`config.mk`:
```
export PLATFORM = sky130hd
export DESIGN_NAME = highscore_ctrl
export DESIGN_NICKNAME = d
export VERILOG_FILES = /design/src/rtl/hs_pkg.sv /design/src/rtl/bcd_convert.sv /design/src/rtl/highscore_ctrl.sv
export SDC_FILE = /design/constraint.sdc
export NUM_CORES = 1
export LEC_CHECK = 0
export ABC_AREA = 1
export BUFFER_PORTS_ARGS = -buffer_cell sky130_fd_sc_hd__buf_2
export CAP_MARGIN = 40
export CORE_ASPECT_RATIO = 1.25
export CORE_UTILIZATION = 40
export CTS_BUF_LIST = sky130_fd_sc_hd__clkbuf_8 sky130_fd_sc_hd__clkbuf_16
export CTS_CLUSTER_DIAMETER = 30
export DETAILED_ROUTE_END_ITERATION = 8
export PLACE_DENSITY = 0.61
export SETUP_SLACK_MARGIN = 0.2
export SYNTH_ARGS = -nofsm -noshare
export SYNTH_HDL_FRONTEND = slang
export SYNTH_HIERARCHICAL = 1
export SYNTH_SLANG_ARGS = --single-unit
```
`constraint.sdc`:
```
create_clock -name clk_i -period 2.38 [get_ports clk_i]
set_clock_uncertainty 0.1 [all_clocks]
set_input_delay 0.238 -clock clk_i [delete_from_list [all_inputs] [get_ports clk_i]]
set_output_delay 0.238 -clock clk_i [all_outputs]
set_load 0.005 [all_outputs]
```
`src/rtl/hs_pkg.sv`:
```
// Shared types and constants for the high-score controller and its BCD converter.
package hs_pkg;

    typedef enum logic [1:0] {
        StIdle,
        StPlay,
        StInsert,
        StShow
    } hs_state_e;

    localparam logic [1:0] RANK_SELF  = 2'd0;
    localparam logic [1:0] RANK_ONE   = 2'd1;
    localparam logic [1:0] RANK_TWO   = 2'd2;
    localparam logic [1:0] RANK_THREE = 2'd3;

    localparam int unsigned BCD_DIGITS = 4;

endpackage

```
`src/rtl/bcd_convert.sv`:
```
// Sequential shift-add-3 binary-to-BCD converter; done pulses SCORE_W+1 cycles after start.
module bcd_convert
    import hs_pkg::*;
#(
    parameter int unsigned SCORE_W = 11
) (
    input  logic                    clk_i,
    input  logic                    rst_i,
    input  logic                    start_i,
    input  logic [SCORE_W-1:0]      bin_i,
    output logic                    busy_o,
    output logic                    done_o,
    output logic [4*BCD_DIGITS-1:0] bcd_o
);

    localparam int unsigned BcdW = 4 * BCD_DIGITS;
    localparam int unsigned ShW  = BcdW + SCORE_W;
    localparam int unsigned CntW = $clog2(SCORE_W + 1);

    logic [ShW-1:0]  sh_q, sh_d;
    logic [CntW-1:0] cnt_q, cnt_d;
    logic            busy_q, busy_d;
    logic [BcdW-1:0] adj;
    logic [3:0]      nib;

    // Add-3 correction on every BCD nibble before the next shift.
    always_comb begin
        adj = '0;
        nib = '0;
        for (int i = 0; i < BCD_DIGITS; i++) begin
            nib           = sh_q[SCORE_W + 4*i +: 4];
            adj[4*i +: 4] = (nib >= 4'd5) ? nib + 4'd3 : nib;
        end
    end

    always_comb begin
        sh_d   = sh_q;
        cnt_d  = cnt_q;
        busy_d = busy_q;
        if (!busy_q) begin
            if (start_i) begin
                sh_d   = {{BcdW{1'b0}}, bin_i};
                cnt_d  = '0;
                busy_d = 1'b1;
            end
        end else if (cnt_q == CntW'(SCORE_W)) begin
            busy_d = 1'b0;
        end else begin
            sh_d  = {adj, sh_q[SCORE_W-1:0]} << 1;
            cnt_d = cnt_q + 1'b1;
        end
    end

    always_ff @(posedge clk_i) begin
        if (rst_i) begin
            sh_q   <= '0;
            cnt_q  <= '0;
            busy_q <= 1'b0;
        end else begin
            sh_q   <= sh_d;
            cnt_q  <= cnt_d;
            busy_q <= busy_d;
        end
    end

    assign busy_o = busy_q;
    assign done_o = busy_q && (cnt_q == CntW'(SCORE_W));
    assign bcd_o  = sh_q[ShW-1 -: BcdW];

endmodule

```
`src/rtl/highscore_ctrl.sv`:
```
// Snake score sequencer: live score, top-3 table, displayed-rank select and BCD digit drive.
// Build option HS_AUTO_CYCLE_EN: in SHOW the rank also advances every CYCLE_TICKS tick pulses.
module highscore_ctrl
    import hs_pkg::*;
#(
    parameter int unsigned SCORE_W     = 11,
    parameter int unsigned CYCLE_TICKS = 3
) (
    input  logic       clk_i,
    input  logic       rst_i,
    input  logic       game_start_i,
    input  logic       game_over_i,
    input  logic       score_inc_i,
    input  logic       next_rank_i,
    input  logic       tick_i,
    output logic [1:0] rank_sel_o,
    output logic [3:0] dig0_o,
    output logic [3:0] dig1_o,
    output logic [3:0] dig2_o,
    output logic [3:0] dig3_o,
    output logic       new_record_o,
    output logic       busy_o
);

    localparam int unsigned        BcdW     = 4 * BCD_DIGITS;
    localparam logic [SCORE_W-1:0] ScoreMax = '1;

    hs_state_e          state_q, state_d;
    logic [SCORE_W-1:0] cur_q, cur_d, first_q, first_d, second_q, second_d, third_q, third_d;
    logic [1:0]         rank_q, rank_d;
    logic               new_record_q, new_record_d;
    logic               rank_adv;

`ifdef HS_AUTO_CYCLE_EN
    localparam int unsigned TickW = $clog2(CYCLE_TICKS + 1);

    logic [TickW-1:0] tick_cnt_q, tick_cnt_d;
    logic             tick_expire;

    always_comb begin
        tick_cnt_d  = tick_cnt_q;
        tick_expire = 1'b0;
        if (state_q != StShow) begin
            tick_cnt_d = '0;
        end else begin
            if (tick_i) begin
                if (tick_cnt_q == TickW'(CYCLE_TICKS - 1)) begin
                    tick_expire = 1'b1;
                end else begin
                    tick_cnt_d = tick_cnt_q + 1'b1;
                end
            end
            if (tick_expire || next_rank_i) begin
                tick_cnt_d = '0;
            end
        end
    end

    always_ff @(posedge clk_i) begin
        if (rst_i) begin
            tick_cnt_q <= '0;
        end else begin
            tick_cnt_q <= tick_cnt_d;
        end
    end

    assign rank_adv = next_rank_i || tick_expire;
`else
    logic unused_tick;
    assign unused_tick = tick_i ^ CYCLE_TICKS[0];
    assign rank_adv    = next_rank_i;
`endif

    always_comb begin
        state_d      = state_q;
        cur_d        = cur_q;
        first_d      = first_q;
        second_d     = second_q;
        third_d      = third_q;
        rank_d       = rank_q;
        new_record_d = new_record_q;
        unique case (state_q)
            StIdle, StShow: begin
                if (game_start_i) begin
                    state_d      = StPlay;
                    cur_d        = '0;
                    new_record_d = 1'b0;
                    rank_d       = RANK_SELF;
                end else if (state_q == StShow && rank_adv) begin
                    rank_d = rank_q + 2'd1;
                end
            end
            StPlay: begin
                rank_d = RANK_SELF;
                if (score_inc_i && cur_q != ScoreMax) begin
                    cur_d = cur_q + 1'b1;
                end
                if (game_over_i) begin
                    state_d = StInsert;
                end
            end
            StInsert: begin
                state_d = StShow;
                rank_d  = RANK_ONE;
                // Strictly greater: a tie never displaces an existing entry.
                if (cur_q > first_q) begin
                    third_d      = second_q;
                    second_d     = first_q;
                    first_d      = cur_q;
                    new_record_d = 1'b1;
                end else if (cur_q > second_q) begin
                    third_d  = second_q;
                    second_d = cur_q;
                end else if (cur_q > third_q) begin
                    third_d = cur_q;
                end
            end
            default: state_d = StIdle;
        endcase
    end

    // Display path: any change of the shown value or rank queues one (coalesced) conversion.
    logic [SCORE_W-1:0] disp_val, last_val_q;
    logic [1:0]         last_rank_q;
    logic               req, pend_q, pend_d;
    logic               conv_start, conv_busy, conv_done;
    logic [BcdW-1:0]    conv_bcd, dig_q;

    always_comb begin
        unique case (rank_q)
            RANK_SELF: disp_val = cur_q;
            RANK_ONE:  disp_val = first_q;
            RANK_TWO:  disp_val = second_q;
            default:   disp_val = third_q;
        endcase
    end

    assign req        = (disp_val != last_val_q) || (rank_q != last_rank_q);
    assign conv_start = pend_q && !conv_busy;
    assign pend_d     = conv_start ? 1'b0 : (pend_q || req);

    bcd_convert #(
        .SCORE_W (SCORE_W)
    ) u_bcd_convert (
        .clk_i   (clk_i),
        .rst_i   (rst_i),
        .start_i (conv_start),
        .bin_i   (disp_val),
        .busy_o  (conv_busy),
        .done_o  (conv_done),
        .bcd_o   (conv_bcd)
    );

    always_ff @(posedge clk_i) begin
        if (rst_i) begin
            state_q      <= StIdle;
            cur_q        <= '0;
            first_q      <= '0;
            second_q     <= '0;
            third_q      <= '0;
            rank_q       <= RANK_SELF;
            new_record_q <= 1'b0;
            last_val_q   <= '0;
            last_rank_q  <= RANK_SELF;
            pend_q       <= 1'b0;
            dig_q        <= '0;
        end else begin
            state_q      <= state_d;
            cur_q        <= cur_d;
            first_q      <= first_d;
            second_q     <= second_d;
            third_q      <= third_d;
            rank_q       <= rank_d;
            new_record_q <= new_record_d;
            last_val_q   <= disp_val;
            last_rank_q  <= rank_q;
            pend_q       <= pend_d;
            if (conv_done) begin
                dig_q <= conv_bcd;
            end
        end
    end

    assign rank_sel_o   = rank_q;
    assign new_record_o = new_record_q;
    assign busy_o       = conv_busy;
    assign dig0_o       = dig_q[3:0];
    assign dig1_o       = dig_q[7:4];
    assign dig2_o       = dig_q[11:8];
    assign dig3_o       = dig_q[15:12];

endmodule
```
==> metrics.cfg <==
[floorplanning]
core.rowCount = 52
fp.dieW_um = 118.5
dieArea_um2 = 17490
initial_core_util_pct = 41.39
core_area_um2 = 16400
fp.dieH_um = 147.6
pin_count = 27

[layout]
drive_gt1_share_pct = 14.43
register_area_um2 = 2248
area_growth_syn_to_layout_pct = 14.80
final_util_pct = 47.52
n_antenna_cell = 0
fin_nets = 1120
design_area_um2 = 7791
fill_cells = 1700
multiInputGateArea_um2 = 3880

[route]
vias_per_cell = 4.776
wirelength_mm = 16.34
drc = 0
antenna_left = 0
wl_per_cell_um = 12.74
dr_total_vias = 6127
firstDrtPassIters = 5
first_iter_violations = 267

[cts]
cts-root-buf = clkbuf_16
numCtsBuffers = 9
cts.clk_slew.worst_paths_ns = 0.08
clk_latency_ns = 0.37
clock_sinks = 111
cts_tree = done
cts-htree-levels = 3
clock_path_buffers = 2

[grt]
grt.busiest_layer = met2
grtUsageMet1_pct = 21.37
gr-usage-met2_pct = 36.15
grt_pass1_wl_mm = 26.52
gr-usage-met3_pct = 1.968
grt_overflow = 0
antenna_found_initial = 0
grtUsageTotal_pct = 18.97
grt_pass1_vias = 5618
grt_max_degree = 54

[timing]
hold_violations = 0
fin_crit_ns = 2.096
rsz0062_at_grt = true
fin_tns_setup_ns = 0
fin_crit_sh_pct = 88.05
relSlewSlack_pct = 62.02
maxSlewViolCount = 0
fin_hold_ws_ns = 0.05569
max_freq_ghz = 0.4772
setup_viol = 0
max_slew.worst_pin.slew_ns = 0.5697

[worst_setup_path]
worstPathMaxFanout = 7
startpoint_type = flop
crit_arrival_ns = 2.30
crit_chain = inv_4 -> ha_4 -> nand4_1 -> nor2_4 -> nand2_2 -> nand3_4 -> nand2_8 -> nand2_8 -> nand2_8 -> clkbuf_16 -> nand2_2 -> nand2_1 -> nor2_1
rr_endpoint = second_q[4]
cpPeakStageDelay_ns = 0.36
r2r_setup_slack_ns = 0.28
path_delay_family = simple AND/OR/NAND/NOR gates
crit_top_cell = nand2_8
worstSetupPathDepth = 13
setup.worst_path.class = reg2reg
critPathCaptureType = flop
crit_slowest_cell = dfxtp_2
crit_required_ns = 2.59
crit_buf_inv = 2
r2r_start = first_q[5]
r2r_cells = 13

[synthesis]
synth_edf_count = 0
yosysTopAreaCellShare_pct = 32.74
ys_types = 39
async_flop_share_pct = 0
yosysSeqAreaShare_pct = 32.74
yosysMostFrequentCell = nand2_1
syn_area_per_cell_um2 = 6.563
yosys-top-cells-count = nand2_1 (310), inv_1 (126), nor2_1 (124)
synth_cells = 1034
syn_nets = 1092
synth_flop_cell = dfxtp_1
synth_area_leader_cell = dfxtp_1
synth_seq_cells = 111
netlist_area_um2 = 6787
netlist_top_cells_area = dfxtp_1 (33%), nand2_1 (17%), ha_1 (9.4%), inv_1 (7.0%), nor2_1 (6.9%)
ys.warnings.count = 6

[worst_hold_path]
whs_path_depth = 3
hold_path_end = rank_sel_o[1]
worstHoldStart = next_rank_i
hp-class = in2reg

[job]
maxCapViolCount = 0

[placed_design]
hpwl_mm = 11.87
portBuffers = 25
place.gp.congestion = 0.8059
placed_cell_area_um2 = 7107

[outcome]
status = finished clean

## worst reg2reg max path: cells and delay by family, from the launching register on
kind                     cells  cell delay, ns
AND/OR/NAND/NOR             10            1.07
buffers and inverters        2            0.25
adder cells (fa/ha/maj)      1            0.25
flip-flops                   1            0.36
## worst max-delay path by stage
stage                from     endpoint  slack (ns)
2_1_floorplan    cur_q[2]  third_q[10]        0.47
3_3_place_gp    cur_q[10]  second_q[1]        0.20
3_5_place_dp    cur_q[10]  second_q[1]        0.17
4_1_cts        first_q[6]  second_q[1]        0.20
5_1_grt        first_q[5]  second_q[4]        0.17
6_report       first_q[5]  second_q[4]        0.28
## registers in the layout (all words and copies together) (netlist names)
| signal | flops |
|---|---|
| last_rank_q | 2 |
| third_q | 11 |
| rank_sel_o | 2 |
| u_bcd_convert/cnt_q | 4 |
| second_q | 11 |
| u_bcd_convert/busy_o | 1 |
| first_q | 11 |
| dig_q | 16 |
| last_val_q | 11 |
| new_record_o | 1 |
| cur_q | 11 |
| u_bcd_convert/sh_q | 27 |
| pend_q | 1 |
| state_q | 2 |
## logic make-up after synthesis
logic type / Yosys count / share of synthesized area [%]
fa+ha+maj: 51 / 9.403
flops: 111 / 32.74
compound gates: 143 / 10.86
simple gates: 537 / 34.02
buf+inv: 188 / 12.46
xor+xnor: 4 / 0.5163
## per-stage QoR
stage / setup slack (ns) / std cells
final: 0.2843 / 1283
after detailed placement: 0.1724 / 1252
after global routing: 0.1665 / 1283
after floorplan: 0.4746 / 1034
after global placement: 0.1955 / 1252
after CTS: 0.1964 / 1268
## repair_timing
action                                  in CTS  in global routing
resized for setup                            3                 55
hold buffers                                 0                  0
pin swaps                                    0                 18
setup buffers                                0                 12
cloned                                       0                  3
endpoints found under the setup margin      23                 34
## per-layer routing
layer  vias to the layer above  routed length (um)
li1                       3302                   -
met1                      2731                7097
met2                        73                8458
met3                        21                 457
met4                         0                 330
met5                         -                   0
## layout by cell type (no fill, tap or decap), drive strengths merged
cell type	synthesis	layout
xnor2	1	1
clkbuf	14	11
o31ai	1	1
nor2b	1	1
a21o	1	1
inv	131	136
nor3	6	6
nor2	126	126
dfxtp	111	111
ha	51	51
nand3	57	57
o21bai	2	2
a211oi	1	1
a21oi	63	63
xor2	3	3
clkinv	1	1
nand2	319	319
o21ai	71	71
a31oi	2	2
clkinvlp	0	1
buf	42	71
nand4	24	24
a21boi	1	1
bufinv	0	1
nand3b	4	4
a221oi	1	1
## layout make-up
cell class,count,share of cell area (%)
Clock buffer,9,2.891
Inverter,132,6.424
Sequential cell,111,28.86
Tap cell,216,3.469
Clock inverter,7,1.076
Timing Repair Buffer,73,7.484
Multi-Input combinational cell,735,49.80
Power is left out: the tool's default activity adds up to more than one toggle a clock period on the data nets, which glitch-free logic cannot reach.
